<file path="src/rtl/fpu_sp_sub_if.sv">
// Handshake and operand/result bundle for the sequential single-precision subtractor.
// The master modport belongs to the FPU controller; the slave modport belongs to the subtractor.
interface fpu_sp_sub_if;
  logic        start;
  logic [31:0] a;
  logic [31:0] b;
  logic [31:0] result;
  logic        overflow_underflow_flag;
  logic        busy;
  logic        done;

  modport master (
    output start, a, b,
    input  result, overflow_underflow_flag, busy, done
  );

  modport slave (
    input  start, a, b,
    output result, overflow_underflow_flag, busy, done
  );
endinterface

</file>
<file path="src/rtl/fpu_sp_sub_seq.sv">
// Multi-cycle IEEE-754 single-precision subtractor: result = a - b.
// The subtraction is carried out as an addition with b's sign flipped. Alignment and
// normalization are iterative, so latency trades against area.
// Optional macro FPU_SUB_BARREL_ALIGN_EN: the whole alignment shift happens in one ALIGN cycle.
// With the macro undefined, Y shifts one bit per cycle. NORM is serial in both builds.
module fpu_sp_sub_seq (
  input  logic         clk,
  input  logic         rst,
  fpu_sp_sub_if.slave  bus
);

  typedef enum logic [2:0] {S_IDLE, S_UNPACK, S_ALIGN, S_ADD, S_NORM, S_ROUND} state_t;

  state_t      state_q, state_d;
  logic [31:0] a_q, a_d, b_q, b_d;
  logic        sx_q, sx_d, sy_q, sy_d;       // signs of larger (X) and smaller (Y) operand
  logic [9:0]  ex_q, ex_d;                   // working exponent, headroom for carry
  logic [26:0] mx_q, mx_d, my_q, my_d;       // {hidden+frac[23:0], guard, round, sticky}
  logic [4:0]  cnt_q, cnt_d;                 // remaining alignment shift
  logic        nan_q, nan_d, zero_q, zero_d;
  logic [31:0] result_q, result_d;
  logic        flag_q, flag_d, busy_q, busy_d, done_q, done_d;

  // Unpack helpers: exponent-0 operands flush to zero, b's sign is flipped.
  logic [7:0]  ea, eb;
  logic [30:0] mag_a, mag_b;
  logic [23:0] ma, mb;
  logic        swap, nan_in;
  logic [7:0]  ex_big, ex_small;
  logic [8:0]  ediff;
  assign ea       = a_q[30:23];
  assign eb       = b_q[30:23];
  assign mag_a    = (ea == 8'd0) ? 31'd0 : a_q[30:0];
  assign mag_b    = (eb == 8'd0) ? 31'd0 : b_q[30:0];
  assign ma       = (ea == 8'd0) ? 24'd0 : {1'b1, a_q[22:0]};
  assign mb       = (eb == 8'd0) ? 24'd0 : {1'b1, b_q[22:0]};
  assign swap     = mag_b > mag_a;
  assign nan_in   = (ea == 8'hFF) || (eb == 8'hFF);
  assign ex_big   = swap ? eb : ea;
  assign ex_small = swap ? ea : eb;
  assign ediff    = {1'b0, ex_big} - {1'b0, ex_small};

`ifdef FPU_SUB_BARREL_ALIGN_EN
  // Full-width alignment: bits pushed past position 0 collapse into sticky.
  logic [26:0] shr, lost, my_aligned;
  assign shr        = my_q >> cnt_q;
  assign lost       = my_q << (5'd27 - cnt_q);
  assign my_aligned = {shr[26:1], shr[0] | (|lost)};
`endif

  // Effective addition of the aligned mantissas; X magnitude >= Y so subtraction never wraps.
  logic [27:0] sum;
  assign sum = (sx_q == sy_q) ? ({1'b0, mx_q} + {1'b0, my_q})
                              : ({1'b0, mx_q} - {1'b0, my_q});

  // Round to nearest even on guard/round/sticky, renormalizing on mantissa carry.
  logic        rnd_up;
  logic [24:0] mant_r;
  logic [9:0]  exp_r;
  logic [22:0] frac_r;
  logic [31:0] packed_res;
  logic        packed_flag;
  assign rnd_up = mx_q[2] & (mx_q[1] | mx_q[0] | mx_q[3]);
  assign mant_r = {1'b0, mx_q[26:3]} + {24'd0, rnd_up};
  assign exp_r  = ex_q + {9'd0, mant_r[24]};
  assign frac_r = mant_r[24] ? mant_r[23:1] : mant_r[22:0];

  // Final packing including special cases (NaN/inf input, exact zero, overflow, underflow).
  always_comb begin
    packed_res  = {sx_q, exp_r[7:0], frac_r};
    packed_flag = 1'b0;
    if (nan_q) begin
      packed_res  = 32'h7FC0_0000;
      packed_flag = 1'b1;
    end else if (zero_q) begin
      packed_res  = 32'h0000_0000;
    end else if (exp_r >= 10'd255) begin
      packed_res  = {sx_q, 8'hFF, 23'd0};
      packed_flag = 1'b1;
    end else if (exp_r == 10'd0) begin
      packed_res  = {sx_q, 31'd0};
      packed_flag = 1'b1;
    end
  end

  // Next-state and datapath sequencing for the whole operation.
  always_comb begin
    // NOTE: every _d starts from its _q so no path through the case leaves a latch.
    state_d  = state_q;
    a_d      = a_q;
    b_d      = b_q;
    sx_d     = sx_q;
    sy_d     = sy_q;
    ex_d     = ex_q;
    mx_d     = mx_q;
    my_d     = my_q;
    cnt_d    = cnt_q;
    nan_d    = nan_q;
    zero_d   = zero_q;
    result_d = result_q;
    flag_d   = flag_q;
    done_d   = 1'b0;
    case (state_q)
      S_IDLE: begin
        if (bus.start) begin
          a_d     = bus.a;
          b_d     = bus.b;
          state_d = S_UNPACK;
        end
      end
      S_UNPACK: begin
        sx_d   = swap ? ~b_q[31] : a_q[31];
        sy_d   = swap ? a_q[31] : ~b_q[31];
        ex_d   = {2'b00, ex_big};
        mx_d   = swap ? {mb, 3'b000} : {ma, 3'b000};
        my_d   = swap ? {ma, 3'b000} : {mb, 3'b000};
        cnt_d  = (ediff > 9'd27) ? 5'd27 : ediff[4:0];
        if (nan_in) cnt_d = 5'd1;
        nan_d  = nan_in;
        zero_d = 1'b0;
        state_d = S_ALIGN;
      end
      S_ALIGN: begin
`ifdef FPU_SUB_BARREL_ALIGN_EN
        my_d    = my_aligned;
        cnt_d   = 5'd0;
        state_d = S_ADD;
`else
        if (cnt_q != 5'd0) begin
          my_d  = {1'b0, my_q[26:2], my_q[1] | my_q[0]};
          cnt_d = cnt_q - 5'd1;
        end
        if (cnt_q <= 5'd1) state_d = S_ADD;
`endif
      end
      S_ADD: begin
        if (nan_q) begin
          state_d = S_ROUND;
        end else if (sum == 28'd0) begin
          zero_d  = 1'b1;
          state_d = S_ROUND;
        end else if (sum[27]) begin
          mx_d    = {sum[27:2], sum[1] | sum[0]};
          ex_d    = ex_q + 10'd1;
          state_d = S_ROUND;
        end else begin
          mx_d    = sum[26:0];
          state_d = (sum[26] || ex_q == 10'd0) ? S_ROUND : S_NORM;
        end
      end
      S_NORM: begin
        mx_d = {mx_q[25:0], 1'b0};
        ex_d = ex_q - 10'd1;
        if (mx_q[25] || ex_q == 10'd1) state_d = S_ROUND;
      end
      S_ROUND: begin
        result_d = packed_res;
        flag_d   = packed_flag;
        done_d   = 1'b1;
        state_d  = S_IDLE;
      end
      default: state_d = S_IDLE;
    endcase
    busy_d = (state_d != S_IDLE);
  end

  // State and output registers; reset aborts any operation in flight.
  always_ff @(posedge clk or posedge rst) begin
    if (rst) begin
      // NOTE: sequential state uses non-blocking assignments so all flops update together.
      state_q  <= S_IDLE;
      a_q      <= '0;
      b_q      <= '0;
      sx_q     <= 1'b0;
      sy_q     <= 1'b0;
      ex_q     <= '0;
      mx_q     <= '0;
      my_q     <= '0;
      cnt_q    <= '0;
      nan_q    <= 1'b0;
      zero_q   <= 1'b0;
      result_q <= 32'h0000_0000;
      flag_q   <= 1'b0;
      busy_q   <= 1'b0;
      done_q   <= 1'b0;
    end else begin
      state_q  <= state_d;
      a_q      <= a_d;
      b_q      <= b_d;
      sx_q     <= sx_d;
      sy_q     <= sy_d;
      ex_q     <= ex_d;
      mx_q     <= mx_d;
      my_q     <= my_d;
      cnt_q    <= cnt_d;
      nan_q    <= nan_d;
      zero_q   <= zero_d;
      result_q <= result_d;
      flag_q   <= flag_d;
      busy_q   <= busy_d;
      done_q   <= done_d;
    end
  end

  assign bus.result                  = result_q;
  assign bus.overflow_underflow_flag = flag_q;
  assign bus.busy                    = busy_q;
  assign bus.done                    = done_q;

endmodule

</file>
<file path="src/flat_wrapper.sv">
// flat-port wrapper written by rule: the top's interface ports become plain ports
module fpu_sp_sub_seq_flat 
  (clk, rst, bus_start, bus_a, bus_b, bus_result, bus_overflow_underflow_flag, bus_busy, bus_done);
  fpu_sp_sub_if bus_i ();
  input  logic clk;
  input  logic rst;
  input wire logic [$bits(bus_i.start)-1:0] bus_start;
  input wire logic [$bits(bus_i.a)-1:0] bus_a;
  input wire logic [$bits(bus_i.b)-1:0] bus_b;
  output wire logic [$bits(bus_i.result)-1:0] bus_result;
  output wire logic [$bits(bus_i.overflow_underflow_flag)-1:0] bus_overflow_underflow_flag;
  output wire logic [$bits(bus_i.busy)-1:0] bus_busy;
  output wire logic [$bits(bus_i.done)-1:0] bus_done;
  assign bus_i.start = bus_start;
  assign bus_i.a = bus_a;
  assign bus_i.b = bus_b;
  assign bus_result = bus_i.result;
  assign bus_overflow_underflow_flag = bus_i.overflow_underflow_flag;
  assign bus_busy = bus_i.busy;
  assign bus_done = bus_i.done;
  fpu_sp_sub_seq u_core (.clk(clk), .rst(rst), .bus(bus_i));
endmodule
</file>
<file path="config.mk">
export PLATFORM = sky130hd
export DESIGN_NAME = fpu_sp_sub_seq_flat
export DESIGN_NICKNAME = d
export VERILOG_FILES = /design/src/rtl/fpu_sp_sub_if.sv /design/src/rtl/fpu_sp_sub_seq.sv /design/src/flat_wrapper.sv
export SDC_FILE = /design/constraint.sdc
export NUM_CORES = 1
export LEC_CHECK = 0
export ABC_AREA = 1
export CAP_MARGIN = 20
export CORE_MARGIN = 4
export CORE_UTILIZATION = 40
export CTS_CLUSTER_DIAMETER = 30
export DETAILED_ROUTE_END_ITERATION = 7
export DONT_BUFFER_PORTS = 1
export GPL_TIMING_DRIVEN = 0
export PLACE_DENSITY = 0.52
export SKIP_LAST_GASP = 1
export SYNTH_ARGS = -nofsm -noshare
export SYNTH_HDL_FRONTEND = slang
export SYNTH_SLANG_ARGS = --single-unit
</file>
<file path="constraint.sdc">
create_clock -name clk -period 6.64 [get_ports clk]
set_input_delay 1.328 -clock clk [delete_from_list [all_inputs] [get_ports clk]]
set_output_delay 1.328 -clock clk [all_outputs]
set_load 0.02 [all_outputs]
</file>
==> reports/qor.csv <==
stage,metric,value,unit
status,status,finished clean,
timing,clock_skew,0.01529,ns
placed_design,post-dp-hpwl,35300,um
routing,drc,0,
synth,synth_edf_count,0,
floorplanning,io_pins,102,
cts,clock_latency,0.46,ns
timing,finalSetupViolCount,0,
cts,cts_hold_buf,0,
synth,syn_area,13400,um^2
global_route,grt_max_degree,108,
synth,synthArstFlopShare,100.0,%
routing,met1_length,20290,um
cts,cts.clk_slew.worst_paths,0.07,ns
routing,postRouteWirelength,43180,um
placed_design,port_buffers,0,
timing,hold_slack,0.5090,ns
cts,clock_sinks,175,
floorplanning,core,32780,um^2
worst_hold_path,holdPathStages,1,
floorplanning,die_x,191,um
critical_path,r2r_start,u_core.mx_q[2],
cts,cts_max_level,4,
placed_design,place.gp.congestion,0.9158,
synth,ys_warn_count,0,
layout,nNetsFinal,2040,
layout,drive_above_1_share,6.263,%
layout,fillers,3473,
timing,worst_slew_pin_slew,0.7713,ns
cts,cts_root_buffer,clkbuf_16,
critical_path,critical_path_class,flop to flop,
floorplanning,die_y,191,um
worst_hold_path,min_from,u_core.b_q[1],
critical_path,reg2regPathDepth,29,
critical_path,critPathLaunchType,flop,
synth,ys_seq_elements,175,
synth,syn_area_per_cell,7.114,um^2
routing,via_count,12650,
worst_hold_path,hold_end,u_core.b_q[1],
timing,post-route-period-util,81.63,%
timing,max_freq,0.1845,GHz
critical_path,cp_common_cell,nand2_1,
routing,wl_met3,2554,um
cts,cts_buffer_depth,2,
synth,synth_commonest_cells,"nand2_1, nor2_1, inv_1, dfrtp_1, a21oi_1",
critical_path,r2r_setup_slack,1.22,ns
synth,ys_seq_area_share,32.69,%
global_route,grt_first_pass_wirelength,67370,um
synth,synth.area.top_cells,"dfrtp_1, nand2_1, ha_1, nor2_1, a21oi_1",
floorplanning,rows,66,
routing,via_per_inst,5.366,
timing,setup_tns,0,ns
global_route,grt_use_total,23.76,%
timing,rsz0062_at_grt,no,
critical_path,critPathArrivalTime,5.80,ns
critical_path,critPathMaxStageDelay,0.48,ns
floorplanning,dieArea,36480,um^2
flow_run,maxCapViolCount,0,
routing,dr.first_iter.drc_count,933,
synth,synthesis.nets,2020,
global_route,globalRouteOverflowTotal,0,
timing,finalHoldViolations,0,
critical_path,worstSetupEndpointType,flop,
timing,period_minus_slack,5.420,ns
cts,cts_resized,0,
timing,timing.slew.headroom,48.58,%
layout,antennaDiodeCount,0,
cts,cts_setup_buffers,0,
synth,synthCells,1883,
critical_path,slowest_stage,dfrtp_1,
timing,drv_slew,0,
routing,ant_nets,0,
cts,cts_tree,done,
critical_path,rr_endpoint,u_core.bus.result[17],
layout,syn2layout_area_growth,8.967,%
synth,yosysMostFrequentCell,nand2_1,
synth,synth.distinct_cells,66,
global_route,first_global_vias,12220,
routing,routed.top_layer,met4,
floorplanning,start_util,40.86,%
routing,wl_met2,19330,um
synth,synth_top_area_share,32.69,%
routing,post_drt_wl_per_cell,18.31,um
global_route,grt_antenna_before_repair,0,
cts,numCtsBuffers,17,
synth,synth_area_leader_cell,dfrtp_1,
synth,ys.flop_type,dfrtp_1,
routing,dr.pass1.iters,5,
worst_hold_path,hp-class,flop to flop,
critical_path,cp_max_fo,9,
critical_path,required,7.02,ns
-- layout make-up --
cell class	count	area (um^2)	share of cell area, %
multi-input combinational	1412	7873	53.93
sequential	175	4379	30.00
inverter	214	813.3	5.572
tap	442	553.0	3.789
clock buffer	17	425.4	2.914
buffer	82	337.8	2.314
clock inverter	15	187.7	1.286
timing repair buffer	1	27.53	0.1886
-- worst max-delay path by stage --
stage	startpoint	end	slack, ns	cells after the start
final	u_core.mx_q[2]	u_core.bus.result[17]	1.22	29
after detailed placement	u_core.mx_q[2]	u_core.bus.result[17]	1.12	29
after global placement	rst	u_core.mx_q[0]	-1.60	1
after floorplan	rst	u_core.a_q[0]	0.57	1
after CTS	u_core.mx_q[2]	u_core.bus.result[17]	1.08	29
after global routing	u_core.mx_q[2]	u_core.bus.result[19]	0.48	29
-- state kept, by name, indices dropped and copies added (netlist names), 3 cells and up --
name,count
u_core.b_q,32
u_core.ex_q,10
u_core.cnt_q,5
u_core.mx_q,27
u_core.my_q,27
u_core.bus.result,32
u_core.a_q,32
u_core.state_q,3
-- per-stage QoR --
step / setup slack (ns) / cells / utilization [%] / cell area, um^2
final: 1.220 / 2358 / 44.52 / 14600
after global routing: 0.4756 / 2358 / 44.52 / 14600
after CTS: 1.077 / 2358 / 44.52 / 14600
after detailed placement: 1.118 / 2326 / 42.65 / 13980
after global placement: -1.603 / 2325 / 42.55 / 13950
after floorplan: 0.5668 / 1883 / - / 13400
-- layout by cell type (no fill, tap or decap), types with 6 or more instances in the layout --
| cell | Yosys | layout |
|---|---|---|
| a21oi_1 | 157 | 157 |
| o21ai_1 | 8 | 8 |
| nor4_1 | 10 | 10 |
| o21ai_0 | 114 | 114 |
| o211ai_1 | 43 | 43 |
| ha_1 | 69 | 69 |
| nor3_1 | 33 | 33 |
| xnor2_1 | 19 | 19 |
| a2bb2oi_1 | 14 | 14 |
| inv_1 | 204 | 203 |
| nand3b_1 | 6 | 6 |
| dfrtp_1 | 175 | 175 |
| clkbuf_1 | 65 | 65 |
| xor2_1 | 50 | 50 |
| nand4_1 | 50 | 50 |
| mux2_2 | 30 | 30 |
| a21o_1 | 7 | 7 |
| clkbuf_16 | 0 | 17 |
| nand3_1 | 80 | 80 |
| inv_6 | 0 | 8 |
| buf_2 | 9 | 9 |
| inv_2 | 7 | 7 |
| nand2_1 | 415 | 415 |
| nor2_1 | 217 | 217 |
| nor3_2 | 8 | 8 |
-- metal layers --
metal | global-route usage [%] | vias up
met1 | 33.25 | 5895
met5 | 0 | -
met3 | 3.999 | 50
met2 | 37.69 | 343
met4 | 7.403 | 0
li1 | - | 6364
-- worst max-delay path, delay by kind of cell (launching register included) --
family	cells	cell delay [ns]
AOI/OAI and AO/OA	5	0.81
xor gates and xnor gates	1	0.12
adders and majority gates	3	0.55
buffers and inverters	4	0.75
DFF	1	0.48
and+or+nand+nor	16	2.62
-- cells by family after synthesis --
group,count (synthesis),synth area share [%]
and+or+nand+nor,842,27.18
AOI/OAI and AO/OA,399,17.77
buffers and inverters,296,8.537
DFF,175,32.69
xor gates and xnor gates,70,4.633
adders and majority gates,70,6.594
muxes,31,2.597
Power is not shown: default switching activity piles up to over one toggle a cycle in this logic, so the estimate is an artifact.
